`src/rtl/attack_resolver_pkg.sv`:
```
// Shared definitions for the attack resolver: FSM encoding, LFSR taps/seed
// and the default HP ceiling also used by the HP display logic.
package attack_resolver_pkg;

  typedef enum logic [1:0] {
    ST_IDLE  = 2'd0,
    ST_ROLL  = 2'd1,
    ST_DRAIN = 2'd2,
    ST_DONE  = 2'd3
  } state_t;

  // Feedback taps for x^4 + x^3 + 1 (bits 3 and 2 of the shift register).
  localparam logic [3:0] LFSR_TAPS         = 4'b1100;
  localparam logic [3:0] LFSR_SEED_DEFAULT = 4'b1001;
  localparam int         HP_MAX_DEFAULT    = 50;

  function automatic logic [3:0] lfsr4_next(input logic [3:0] value);
    return {value[2:0], ^(value & LFSR_TAPS)};
  endfunction

endpackage

```
`src/rtl/attack_resolver_lfsr4.sv`:
```
// Free-running 4-bit Fibonacci LFSR; a non-zero seed keeps it in the 1..15 cycle.
// Shared by the attack resolver and the CPU opponent's move selection.
module lfsr4
  import attack_resolver_pkg::*;
#(
  parameter logic [3:0] SEED = LFSR_SEED_DEFAULT
) (
  input  logic       clk,
  input  logic       reset,
  output logic [3:0] o_value
);

  logic [3:0] r_lfsr;

  // NOTE: clocked state uses non-blocking assignments so every register
  // samples the pre-edge values, independent of statement order.
  always_ff @(posedge clk or posedge reset) begin
    if (reset) r_lfsr <= SEED;
    else       r_lfsr <= lfsr4_next(r_lfsr);
  end

  assign o_value = r_lfsr;

endmodule

```
`src/rtl/attack_resolver.sv`:
```
// Resolves one attack: rolls the LFSR against accuracy, then drains the
// defender's HP one point per clock so the display can animate the loss.
module attack_resolver
  import attack_resolver_pkg::*;
#(
  parameter int         HP_W      = 6,
  parameter int         HP_MAX    = HP_MAX_DEFAULT,
  parameter logic [3:0] LFSR_SEED = LFSR_SEED_DEFAULT
) (
  input  logic            clk,
  input  logic            reset,
  input  logic            start,
  input  logic [3:0]      dmg,
  input  logic [3:0]      accu,
  input  logic            hp_load,
  output logic [HP_W-1:0] hp,
  output logic            busy,
  output logic            done,
  output logic            hit,
  output logic            fainted
);

  localparam logic [HP_W-1:0] HP_MAX_V = HP_W'(HP_MAX);
  localparam logic [HP_W-1:0] HP_ONE   = HP_W'(1);

  state_t          r_state;
  state_t          w_next_state;
  logic [3:0]      w_lfsr;
  logic            w_hit_now;
  logic [HP_W-1:0] r_hp;
  logic [3:0]      r_dmg_q;
  logic [3:0]      r_accu_q;
  logic [3:0]      r_roll_q;
  logic [3:0]      r_remaining;
  logic            r_busy;
  logic            r_done;
  logic            r_hit;
  logic            r_fainted;

  lfsr4 #(.SEED(LFSR_SEED)) u_lfsr (
    .clk     (clk),
    .reset   (reset),
    .o_value (w_lfsr)
  );

  assign w_hit_now = (r_roll_q <= r_accu_q);

  always_ff @(posedge clk or posedge reset) begin
    if (reset) r_state <= ST_IDLE;
    else       r_state <= w_next_state;
  end

  // NOTE: the default assignment ahead of the case keeps every path driven,
  // so no latch is inferred for the next-state signal.
  always_comb begin
    w_next_state = r_state;
    case (r_state)
      ST_IDLE:  if (!hp_load && start && !r_fainted) w_next_state = ST_ROLL;
      ST_ROLL:  w_next_state = (w_hit_now && r_dmg_q != 4'd0) ? ST_DRAIN : ST_DONE;
      // Exit on the edge that removes the last point of damage or of HP.
      ST_DRAIN: if (r_remaining <= 4'd1 || r_hp <= HP_ONE) w_next_state = ST_DONE;
      ST_DONE:  w_next_state = ST_IDLE;
      default:  w_next_state = ST_IDLE;
    endcase
  end

  always_ff @(posedge clk or posedge reset) begin
    if (reset) begin
      r_hp        <= HP_MAX_V;
      r_dmg_q     <= 4'd0;
      r_accu_q    <= 4'd0;
      r_roll_q    <= 4'd0;
      r_remaining <= 4'd0;
      r_busy      <= 1'b0;
      r_done      <= 1'b0;
      r_hit       <= 1'b0;
      r_fainted   <= 1'b0;
    end else begin
      // busy spans the whole attack; done follows the DONE state by one edge.
      r_busy <= (w_next_state != ST_IDLE);
      r_done <= (r_state == ST_DONE);
      case (r_state)
        ST_IDLE: begin
          if (hp_load) begin
            r_hp      <= HP_MAX_V;
            r_fainted <= 1'b0;
          end else if (start && !r_fainted) begin
            r_dmg_q  <= dmg;
            r_accu_q <= accu;
            r_roll_q <= w_lfsr;
          end
        end
        ST_ROLL: begin
          r_hit       <= w_hit_now;
          r_remaining <= w_hit_now ? r_dmg_q : 4'd0;
        end
        ST_DRAIN: begin
          if (r_hp != '0 && r_remaining != 4'd0) begin
            r_hp        <= r_hp - HP_ONE;
            r_remaining <= r_remaining - 4'd1;
            if (r_hp == HP_ONE) r_fainted <= 1'b1;
          end
        end
        default: ;
      endcase
    end
  end

  assign hp      = r_hp;
  assign busy    = r_busy;
  assign done    = r_done;
  assign hit     = r_hit;
  assign fainted = r_fainted;

endmodule
```
`config.mk`:
```
export PLATFORM = sky130hd
export DESIGN_NAME = attack_resolver
export DESIGN_NICKNAME = d
export VERILOG_FILES = /design/src/rtl/attack_resolver_pkg.sv /design/src/rtl/attack_resolver_lfsr4.sv /design/src/rtl/attack_resolver.sv
export SDC_FILE = /design/constraint.sdc
export NUM_CORES = 1
export LEC_CHECK = 0
export ABC_AREA = 1
export CORE_ASPECT_RATIO = 0.9
export CORE_MARGIN = 4
export CORE_UTILIZATION = 54
export DETAILED_ROUTE_END_ITERATION = 8
export PLACE_DENSITY = 0.74
export SLEW_MARGIN = 20
export SYNTH_ARGS = -nofsm -noshare
export SYNTH_HDL_FRONTEND = slang
export SYNTH_SLANG_ARGS = --single-unit
```
`constraint.sdc`:
```
create_clock -name clk -period 1.8 [get_ports clk]
set_input_delay 0.36 -clock clk [delete_from_list [all_inputs] [get_ports clk]]
set_output_delay 0.36 -clock clk [all_outputs]
set_load 0.01 [all_outputs]
```
[Word level (Yosys, flattened, before mapping)]
Index checks and enable logic that the tools add are counted.
Storage, ports and cells
  flip-flop bits (word level): 32
  input port bits: 12
  output and inout port bits: 10
  logic and storage cells: 58
Cells by class
  $lt $le $gt $ge: 3
  reduce and logical (&&, ||, !) cells: 20
  bitwise gates (word level): 1
  equal/unequal tests: 7
  muxes and demuxes: 14
  $add $sub $neg: 2
Operators with widths (number)
  6-bit two-way mux: 2
  6-bit case mux with 2 select lines: 1
  4-bit two-way mux: 2
  2-bit case mux with 4 select lines: 1
  4-bit case mux with 2 select lines: 1
  4-bit nonzero test: 2
  6-bit by 1-bit equality test with 1-bit output, second input constant: 1
  6-bit by 1-bit <= comparator with 1-bit output, second input constant: 1
  2-bit != test, second input constant: 3
  3-bit AND reduction: 2
  2-bit nonzero test: 3
  6-bit nonzero test: 1
  6-bit by 1-bit subtractor with 6-bit output, second input constant: 1
  1-bit logical AND: 5
  2-bit equality test, second input constant: 2
  4-bit by 1-bit <= comparator with 1-bit output, second input constant: 1
  4-bit <= comparator: 1
  1-bit two-way mux: 4
  2-bit two-way mux: 2
  4-bit AND reduction: 1
  4-bit XOR reduction: 1
  4-bit by 1-bit subtractor with 4-bit output, second input constant: 1
  2-bit by 1-bit equality test with 1-bit output, second input constant: 1
  1-bit logical NOT: 2
  5 further kinds: 5

[Depth between registers and ports, before layout]
  depth after elaboration: 6
  depth in mapped cells: 12
  gate-level depth less buffers: 12

[Cells and area by module]
From an unflattened synthesis, not the netlist that was laid out.
Unflattened totals
  cell total of the unflattened synthesis: 213
  area, all modules: 1757.9 µm²
Modules (own cells, without submodules)
  attack_resolver: area an instance 1632.8 µm², seq. area each 704.4 µm², instances 1, cells each 203
  lfsr4: area an instance 125.1 µm², seq. area each 102.6 µm², instances 1, cells each 10

[Worst setup path after synthesis]
OpenSTA, ideal clock, no wires.
  kind: register to register
  from: register r_state[0]
  to: register r_accu_q[0]
  clock period less this slack: 1.417 ns
  setup time: 0.125 ns
  required time: 1.675 ns
  stages on the path, launching flop included: 6
  slack: 0.383 ns
  arrival time: 1.292 ns
  buffers on the path: 1
  cells stage by stage: dfrtp_1 -> inv_1 -> ha_1 -> nand4_1 -> buf_2 -> mux2_2
On the way
  cells in the longest elaborated chain, start to end: 2
RTL lines
  from (decl): line attack_resolver.sv:26  | state_t r_state;
  from (signal assigned): line attack_resolver.sv:50  | else r_state <= w_next_state;
  2-bit logical NOT: line attack_resolver.sv:82  | case (r_state)
  3-bit AND reduction (no line)
  to (signal assigned): line attack_resolver.sv:89  | r_accu_q <= accu;
  to (decl): line attack_resolver.sv:32  | logic [3:0] r_accu_q;
No other way between the ends.
A chain may end at the register's enable or synchronous reset.

[Worst setup path in the final report]
  from: register r_hp[2] (netlist: hp[2])
  to: output port hp[2]
RTL lines
  from (decl): line attack_resolver.sv:30  | logic [HP_W-1:0] r_hp;
  from (signal assigned): line attack_resolver.sv:99  | r_hp <= r_hp - HP_ONE;
  to (decl): line attack_resolver.sv:16  | output logic [HP_W-1:0] hp,
No word-level cell between the ends.

==> impl_summary.log <==
INFO  metric status = finished clean
INFO  metric synth-async-reset-ratio = 100%
INFO  metric whs = 0.391 ns
INFO  metric drt_antenna_net_count = 0
INFO  metric critPathTopFamily = buffers and inverters
INFO  metric routed-via-count = 1,352
INFO  metric vdd_ir_drop_max = 1.25 mV
INFO  metric synth_enable_flop_cells = 0
INFO  metric timing.max_slew.rel_slack = 74.0%
INFO  metric post_synth.cell_area_avg = 8.48 µm²
INFO  metric layout.nets = between 200 and 300
INFO  metric setup.worst_path.class = reg2out
INFO  metric cp_max_fo = 5
INFO  metric diodes = 0
INFO  metric io_buffer_count = 21
INFO  metric total_power = 3.49 mW
INFO  metric gp_congestion = 0.852
INFO  metric drv_slew = 0
INFO  metric min_delay_worst_endpoint = u_lfsr.o_value[2]
INFO  metric max_freq = between 0.5 and 0.6 GHz
INFO  metric synth_ff_type = sky130_fd_sc_hd__dfrtp_1
INFO  metric max-cap-violations = 0
INFO  metric mostFrequentLayoutCell = sky130_fd_sc_hd__nand2_1
INFO  metric grt_remaining_overflow = 0
INFO  metric synth_top_cells_by_area = sky130_fd_sc_hd__dfrtp_1, sky130_fd_sc_hd__nand2_1, sky130_fd_sc_hd__ha_1
INFO  metric rsz0062_at_grt = false
INFO  metric ios = 22
INFO  metric grt_util_all_layers = a little under a fifth
INFO  metric chipWidth = 67.5 µm
INFO  metric clock-root-buffer = sky130_fd_sc_hd__clkbuf_4
INFO  metric maximum_number_of_pins_on_one_net_before_global_route_repair = 33
INFO  metric initial_utilization = 56.1%
INFO  metric num_rows = 19
INFO  metric clock_insertion_delay_worst_skew = between 0.3 and 0.4 ns
INFO  metric yosys_register_bits = 32
INFO  metric grt_pass1_wl = 5.69 mm
INFO  metric final.min_clock_period = 1.72 ns
INFO  metric fillerInstances = 245
INFO  metric area_of_the_die = a little over 0.004 mm²
INFO  metric number_of_standard_cells_after_synthesis = roughly 200
INFO  metric pwr_density_cell = around 1700 mW/mm²
INFO  metric synthDominantCellAreaShare = around 40%
INFO  metric routed_len_inst = 12.3 µm
INFO  metric area.sequential = 807 µm²
INFO  metric timing.critical_path.slowest_stage_cell = sky130_fd_sc_hd__clkdlybuf4s50_1
INFO  metric worst_slew_pin_slew = between 0.3 and 0.4 ns
INFO  metric dpl.hpwl = 2.56 mm
INFO  metric finalCritPeriodShare = 95.5%
INFO  metric start_kind = flip-flop
INFO  metric mappedNetlistNets = 229
INFO  metric cts_tree = built
INFO  metric cp.buffers_inverters = 1
INFO  metric synth_seq_area_share = 46.9%
INFO  metric drt-total-wl = 3.37 mm
INFO  metric cp.depth = 1
INFO  metric startpoint = hp[2]
INFO  metric cts-buffers-inserted = 5
INFO  metric worst_clock_skew = 0.0130 ns
INFO  metric timing.critical_path.required = between 1 and 1.5 ns
INFO  metric drt_first_pass_iters = 4
INFO  metric yosys_warnings = 0
INFO  metric cts_htree_levels = 2
INFO  metric utilization = 67.6%
INFO  metric remaining_drc_errors = 0
INFO  metric setup_viol = 0
INFO  metric timing.critical_path.arrival = 1.36 ns
INFO  metric die_h = 61.6 µm
INFO  metric path_clk_slew = 0.10 ns
INFO  metric p_leak = 1.10 nW
INFO  metric postCtsHoldBufs = 0
INFO  metric reg2reg_depth = 7
INFO  metric timing.critical_path.cells = clkdlybuf4s50_1
INFO  metric antenna_found_initial = 0
INFO  metric coreArea = 0.00307 mm²
INFO  metric yosys.area.top_type = sky130_fd_sc_hd__dfrtp_1
INFO  metric drt_iter0_markers = 64
INFO  metric first_global_vias = 1,290
INFO  metric setup.worst_path.end_class = primary output
INFO  metric worstHoldStart = u_lfsr.o_value[1]
INFO  metric drive_gt1_share = 12.0%
INFO  metric hold_viol_final = 0
INFO  metric layout_common_cells = sky130_fd_sc_hd__nand2_1, sky130_fd_sc_hd__inv_1, sky130_fd_sc_hd__dfrtp_1
INFO  metric timing.rr.start = r_state[0]
INFO  metric ctsLongestPathBuffers = 2
INFO  metric hp-class = reg2reg
INFO  metric ys_types = 26
INFO  metric area_of_the_multi_input_gates = around 780 µm²
INFO  metric tns = 0 ns
INFO  metric regToRegSetupSlack = 0.19 ns
INFO  metric mappedNetlistArea = 0.00172 mm²
INFO  metric rr_endpoint = r_dmg_q[3]
INFO  metric timing.critical_path.slowest_cell_delay = approximately 0.57 ns
INFO  metric syn_to_final_growth = 20.4%
INFO  metric whs_path_depth = 0
INFO  metric via_per_inst = 4.92
INFO  metric clkSinkCount = 32
## sequential cells by signal (all words and copies together) (netlist names)
signal / flops
busy: 1
done: 1
fainted: 1
hit: 1
hp: 6
r_accu_q: 4
r_dmg_q: 4
r_remaining: 4
r_roll_q: 4
r_state: 2
u_lfsr.o_value: 4
## cells by family (layout without fill, tap and decap cells)
family | count (synthesis) | count (layout) | synth area share, %
simple gates | 94 | 94 | 23.7
mux | 4 | 4 | 2.62
buf+inv | 34 | 64 | 7.56
flops | 32 | 32 | 46.9
fa+ha+maj | 14 | 14 | 10.2
compound gates | 21 | 21 | 7.05
xor+xnor | 4 | 4 | 2.03
## per-stage QoR
stage / area [µm²] / worst slack [ns] / std cells
after global placement: 2000 / 0.216 / 267
after floorplan: 1720 / 0.383 / 203
after global routing: 2070 / 0.0191 / 275
after CTS: 2070 / 0.0571 / 275
final: 2070 / 0.0807 / 275
after detailed placement: 2000 / 0.129 / 267
## cell usage after synthesis, types with 2 or more instances
library cell	instances
sky130_fd_sc_hd__dfstp_2	5
sky130_fd_sc_hd__ha_1	14
sky130_fd_sc_hd__xor2_1	4
sky130_fd_sc_hd__dfrtp_1	27
sky130_fd_sc_hd__inv_1	30
sky130_fd_sc_hd__nand2_2	2
sky130_fd_sc_hd__buf_2	2
sky130_fd_sc_hd__nor2_1	18
sky130_fd_sc_hd__mux2_2	4
sky130_fd_sc_hd__o21ai_1	2
sky130_fd_sc_hd__nand2_1	51
sky130_fd_sc_hd__nand3_1	15
sky130_fd_sc_hd__a21oi_1	10
sky130_fd_sc_hd__nand3b_1	2
sky130_fd_sc_hd__o21ai_0	6
## repair_timing
item                                    in CTS  in global routing
setup buffers                                0                  0
resized for setup                            3                  0
endpoints found under the setup margin       3                  0
## worst max-delay path by stage
| stage | end |
|---|---|
| after global placement | r_accu_q[0] |
| after CTS | hp[2] |
| after global routing | hp[3] |
| after floorplan | r_accu_q[0] |
| after detailed placement | r_roll_q[3] |
| final | hp[2] |
## report_power, final
group	switching, mW	leakage (nW)	internal (mW)
combinational	1.07	0.678	0.716
clock	0.241	0.0422	0.291
sequential	0.165	0.379	1.01
## final cells by class
class	count	area share [%]
repair buffers	25	11.4
flip-flops and latches	32	38.9
clock buffers	6	1.99
well taps	42	2.53
inverters	31	5.61
clock inverters	2	1.69
multi-input cells	137	37.8
## metal layers
layer	part of all wire, %	track usage (%)	vias up
met3	4.2	5.66	5
li1	-	-	690
met1	45	22.2	632
met4	0.86	6.36	0
met2	50	32.3	25
met5	0	0	-
No activity file was read; power rests on OpenSTA's default activity.
